$ cat config.mk
export PLATFORM = sky130hd
export DESIGN_NAME = reg_mem_2r1w
export DESIGN_NICKNAME = d
export VERILOG_FILES = /design/src/rtl/reg_mem_2r1w.sv
export SDC_FILE = /design/constraint.sdc
export NUM_CORES = 1
export LEC_CHECK = 0
export CORE_AREA = 2 2 154 156
export DETAILED_ROUTE_END_ITERATION = 10
export DIE_AREA = 0 0 156 158
export PLACE_DENSITY_LB_ADDON = 0.15
export SLEW_MARGIN = 40
export SYNTH_ARGS = -nofsm -noshare
export SYNTH_HDL_FRONTEND = slang
export SYNTH_SLANG_ARGS = --single-unit
$ cat constraint.sdc
create_clock -name clk -period 2.65 [get_ports clk]
set_clock_uncertainty 0.15 [all_clocks]
set_input_delay 0.3975 -clock clk [delete_from_list [all_inputs] [get_ports clk]]
set_output_delay 0.3975 -clock clk [all_outputs]
set_load 0.01 [all_outputs]
$ cat src/rtl/reg_mem_2r1w.sv
// Register-file memory with one write port and two registered read ports.
// A clear sequencer rewrites every entry with INIT_VAL after reset or on clr.

module reg_mem_rd_port #(
   parameter int DATA_WIDTH = 8
) (
   input  logic                  clk,
   input  logic                  rst_n,
   input  logic                  en,
   input  logic                  byp,
   input  logic [DATA_WIDTH-1:0] mem_data,
   input  logic [DATA_WIDTH-1:0] wr_data,
   output logic [DATA_WIDTH-1:0] data_out,
   output logic                  valid
);

   always_ff @(posedge clk or negedge rst_n) begin
      if (!rst_n) begin
         data_out <= '0;
         valid    <= 1'b0;
      end else begin
         valid <= en;
         if (en) data_out <= byp ? wr_data : mem_data;
      end
   end

endmodule

module reg_mem_2r1w #(
   parameter int                    DATA_WIDTH    = 8,
   parameter int                    ADDR_BITS     = 5,
   parameter int                    WRITE_THROUGH = 1,
   parameter logic [DATA_WIDTH-1:0] INIT_VAL      = '0
) (
   input  logic                  clk,
   input  logic                  rst_n,
   input  logic                  clr,
   output logic                  busy,
   input  logic                  wen,
   input  logic [ADDR_BITS-1:0]  waddr,
   input  logic [DATA_WIDTH-1:0] data_in,
   input  logic                  ren_a,
   input  logic [ADDR_BITS-1:0]  raddr_a,
   output logic [DATA_WIDTH-1:0] data_out_a,
   output logic                  valid_a,
   input  logic                  ren_b,
   input  logic [ADDR_BITS-1:0]  raddr_b,
   output logic [DATA_WIDTH-1:0] data_out_b,
   output logic                  valid_b
);

   localparam int DEPTH     = 1 << ADDR_BITS;
   localparam int NUM_PORTS = 2;

   typedef enum logic {ST_INIT, ST_IDLE} state_t;

   state_t                 state, state_nxt;
   logic [ADDR_BITS-1:0]   ptr, ptr_nxt;
   logic                   idle;
   logic                   wr_en;
   logic [DATA_WIDTH-1:0]  mem [DEPTH];

   logic [NUM_PORTS-1:0]                 ren_v;
   logic [NUM_PORTS-1:0][ADDR_BITS-1:0]  raddr_v;
   logic [NUM_PORTS-1:0]                 byp_v;
   logic [NUM_PORTS-1:0][DATA_WIDTH-1:0] rdata_v;
   logic [NUM_PORTS-1:0]                 rvalid_v;

   assign idle  = (state == ST_IDLE);
   assign busy  = ~idle;
   // clr takes priority over a same-cycle write
   assign wr_en = idle & wen & ~clr;

   always_ff @(posedge clk or negedge rst_n) begin
      if (!rst_n) begin
         state <= ST_INIT;
         ptr   <= '0;
      end else begin
         state <= state_nxt;
         ptr   <= ptr_nxt;
      end
   end

   always_comb begin
      state_nxt = state;
      ptr_nxt   = ptr;
      case (state)
         ST_INIT: begin
            ptr_nxt = ptr + ADDR_BITS'(1);
            if (ptr == ADDR_BITS'(DEPTH - 1)) begin
               state_nxt = ST_IDLE;
               ptr_nxt   = '0;
            end
         end
         ST_IDLE: begin
            if (clr) begin
               state_nxt = ST_INIT;
               ptr_nxt   = '0;
            end
         end
         default: state_nxt = ST_INIT;
      endcase
   end

   // Storage has no reset; the sequencer owns the write port while busy.
   always_ff @(posedge clk) begin
      if (!idle)      mem[ptr]   <= INIT_VAL;
      else if (wr_en) mem[waddr] <= data_in;
   end

   assign ren_v   = {ren_b, ren_a};
   assign raddr_v = {raddr_b, raddr_a};

   for (genvar p = 0; p < NUM_PORTS; p++) begin : g_rd
      assign byp_v[p] = (WRITE_THROUGH != 0) && wr_en && (waddr == raddr_v[p]);

      reg_mem_rd_port #(.DATA_WIDTH(DATA_WIDTH)) u_port (
         .clk      (clk),
         .rst_n    (rst_n),
         .en       (idle & ren_v[p]),
         .byp      (byp_v[p]),
         .mem_data (mem[raddr_v[p]]),
         .wr_data  (data_in),
         .data_out (rdata_v[p]),
         .valid    (rvalid_v[p])
      );
   end

   assign data_out_a = rdata_v[0];
   assign valid_a    = rvalid_v[0];
   assign data_out_b = rdata_v[1];
   assign valid_b    = rvalid_v[1];

endmodule

==> impl_summary.md <==
Drt
For this run, the detailed router's first-pass iteration total came to 7. The routed design has 36300 um of wire. The detailed-route vias per instance is about 6.7. The first routing iteration left 767 violations. For this run, design rule violations remaining after detail routing come to 0. The total number of vias is 8560. The number of routed nets with antenna violations is 0. The routed length per instance is 28.5 um.

Yosys
Synthesis inferred 280 register bits. The top flip-flop cell by instance count after synthesis is sky130_fd_sc_hd__edfxtp_1. The cell type with the largest total area after synthesis is sky130_fd_sc_hd__edfxtp_1. The share of flip-flops with an asynchronous set or reset after synthesis is 8.57%. The post-synth net total is 832.

The netlist uses 55 different library cells. For this run, the number of Yosys warnings is 0. The total standard cell area after synthesis is 13600 um^2. After synthesis, the mean cell area works out to around 17 um^2. Counting every instance in the synthesized netlist gives 801.

For this run, the register share of the synthesized area comes to 60.9%. The count of flip-flops with a built-in enable after synthesis is 256. Of the post-synthesis cell area, the dominant cell type holds 56.5%.

After synthesis, the cell types taking the most area are sky130_fd_sc_hd__edfxtp_1 (56%), sky130_fd_sc_hd__mux4_2 (20%), sky130_fd_sc_hd__mux2i_1 (4.8%).

Placement
Buffers placed on the I/O ports in this run total between 40 and 50. Detailed placement finished with a half-perimeter wire length of 25900 um. The final weighted congestion in routability-driven placement is 0.902.

Global routing
Entering global routing, the biggest net connects 35 pins. The sum of overflow across all layers after global routing is 0. The number of global-route vias before repair is 8787. The number of antenna violations at the first check in global routing is 0.

The global-route wire length before repair is between 50000 and 60000 um. Across every metal layer, demand over resource in global routing totals between 30% and 40%.

Layout
Cells with a size suffix above 1 make up 32.2% of the layout. In the final design database the tool counted 990 nets. The final-layout fill cell count is 1463. Leaving out fill and tap cells, the most frequent cells in the layout are sky130_fd_sc_hd__edfxtp_1 (256), sky130_fd_sc_hd__buf_4 (122), sky130_fd_sc_hd__mux4_2 (118), sky130_fd_sc_hd__mux2i_1 (65), sky130_fd_sc_hd__clkdlybuf4s50_1 (42). The number of diodes is 0.

The multi-input combinational cells in the finished layout cover a total of approximately 5000 um^2. The area added between synthesis and finish is 19.9%. The most common cell after layout, fill and taps aside is sky130_fd_sc_hd__edfxtp_1.

The sequential cell area is 8290 um^2.

Critical path
Counting buffers and inverters, the worst setup path is 3 cells deep. The longest individual stage delay on the worst path is 0.57 ns. The worst register-to-register path has a depth of 7. The slowest stage of the critical path belongs to the cell sky130_fd_sc_hd__clkdlybuf4s50_1.

The critical path goes through buf_4, inv_1, clkdlybuf4s50_1. Among cell families on the critical path, the largest total delay comes from buffers and inverters. In this run the critical register-to-register path is captured at g_rd[1].u_port.data_out[1]$_DFFE_PN0P_. The type of the worst setup path is flop to primary output. Data arrives at the worst endpoint at 1.85 ns.

In this run the critical register-to-register path is launched from idle$_DFF_PN0_. The critical path buffer and inverter count is 3. The critical path endpoint category is a primary output. STA classifies the critical path startpoint as a flop. The required time at the endpoint of the critical path is 2.10 ns. In this run the worst path has a maximum fanout of 12.

The reg2reg setup slack is 0.27 ns.

Power
In this run the static leakage power is between 0.005 and 0.006 uW. The clock share of power is 32.0%. The overall power of the completed layout is 12700 uW. The net switching fraction of the power is between 20 and 30%. In this run the power density over the cells is 778 nW/um^2. The peak supply drop is 0.000650 V. The combinational share of power is 22.5%.

The net switching power of the design is approximately 3600 uW. The cell-internal power is about 9000 uW. The power share of the sequential group is 45.5%.

Min path
The worst min-delay path category is input port to async pin.

Timing
The tightest hold path in the finished design has a slack of 0.0766 ns. The slew of the pin with the lowest slew margin is 0.523 ns. The number of hold violations in the final report came to 0. The shortest period the worst path allows is 2.40 ns.

The worst path uses 90.5% of the clock period. The worst max-slew margin expressed relative to the limit is 65.0%. The final total negative setup slack is 0 ns.

Setup violations remaining at the end of the flow were counted as 0. Based on the critical path, the design can be clocked at up to approximately 420 MHz. Setup repair after global routing left no endpoint under its margin. The count of pins over their slew limit is 0.

Clock tree
The number of clock buffers added by TritonCTS is 30. Buffers inserted to repair hold after CTS numbered 0. In this run the post-CTS setup repair buffer count came out at 0. TritonCTS built the clock tree. The source-to-sink clock delay at the later pin of the worst-skew pair is 0.57 ns. The library cell used as clock root buffer is sky130_fd_sc_hd__clkbuf_16.

Clock-pin slew was measured on the worst setup and hold paths at 0.06 ns. The H-tree level count is 1. The count of clock tree sinks is 280. No sink is reached through more buffers than the 3 on the longest clock path.

Job
The number of max-cap violations is 0.

Floorplanning
The die extent in y is 158 um. The total number of placement rows is 56. The full die area is 24600 um^2. The starting utilization of the core area is 59.0%. 48 I/O pins were placed. The area inside the core boundary is around 23000 um^2. The floorplan step set the die width to approximately 160 um.

Outcome
The flow ran to the end, and the final reports show no timing, DRC or antenna violations.
synthesized netlist by cell type, drive strengths merged, types with 5 or more instances:
library cell and number:
mux4 118, nor3 6, xnor2 7, xor2 5
nand3 20, a221o 8, nand2 41, and2 13
mux2i 66, nand3b 6, o21ai 18, nand2b 5
a22oi 18, nor2 41, nor2b 19, a211oi 15
edfxtp 256, dfrtp 24, clkbuf 31, buf 27
a31oi 11
worst max-delay path by stage:
stage	startpoint	slack, ns	to
final	idle$_DFF_PN0_	0.25	busy
after floorplan	raddr_b[0]	0.25	g_rd[1].u_port.data_out[0]$_DFFE_PN0P_
after global placement	clr	-0.18	mem[22][7]$_DFFE_PP_
after CTS	idle$_DFF_PN0_	0.14	g_rd[1].u_port.data_out[6]$_DFFE_PN0P_
after detailed placement	clr	-0.34	g_rd[1].u_port.data_out[6]$_DFFE_PN0P_
after global routing	idle$_DFF_PN0_	0.1	g_rd[1].u_port.data_out[6]$_DFFE_PN0P_
layout make-up:
type | instances | share of cell area (%)
Clock buffer | 34 | 4.69
Clock inverter | 21 | 1.20
Inverter | 3 | 0.0690
Multi-Input combinational cell | 460 | 30.7
Sequential cell | 280 | 50.8
Tap cell | 290 | 2.22
Timing Repair Buffer | 184 | 10.3
power by group through the flow:
stage          clock [uW]  sequential (uW)  combinational, uW
2_1_floorplan           0             5730               1550
3_3_place_gp            0             5800               2740
3_5_place_dp            0             5850               2810
4_1_cts              4110             5770               2840
5_1_grt              4290             5820               3030
6_report             4060             5780               2860
state kept, by name (all words and copies together) (netlist names):
signal,flops
g_rd.u_port.data_out,16
idle,1
ptr,5
g_rd.u_port.valid,2
mem,256
layer usage:
metal	global-route usage, %	wire [um]
met5	0	0
met4	13.1	1710
met3	6.38	3310
met2	50.4	17900
met1	39.7	13400
per-stage QoR:
step                utilization, %  worst slack (ns)  cell area [um^2]  cells
floorplan                        -             0.249             13600    801
global placement              66.6            -0.176             15300   1216
detailed placement            66.6            -0.336             15400   1217
CTS                           70.8             0.140             16300   1272
global route                  70.8            0.0957             16300   1272
finish                        70.8             0.253             16300   1272
cell families after synthesis:
logic type | after synthesis | synth area share [%]
AOI/OAI and AO/OA | 88 | 4.65
buffers and inverters | 61 | 2.27
xor gates and xnor gates | 12 | 0.772
muxes | 187 | 24.7
DFF | 280 | 60.9
adders and majority gates | 2 | 0.184
and+or+nand+nor | 171 | 6.51
what timing repair did:
item	4_1_cts	5_1_grt
endpoints found under the setup margin	0	3
resized for setup	0	1
hold endpoints to repair	0	0
No activity file was read; power rests on OpenSTA's default activity.
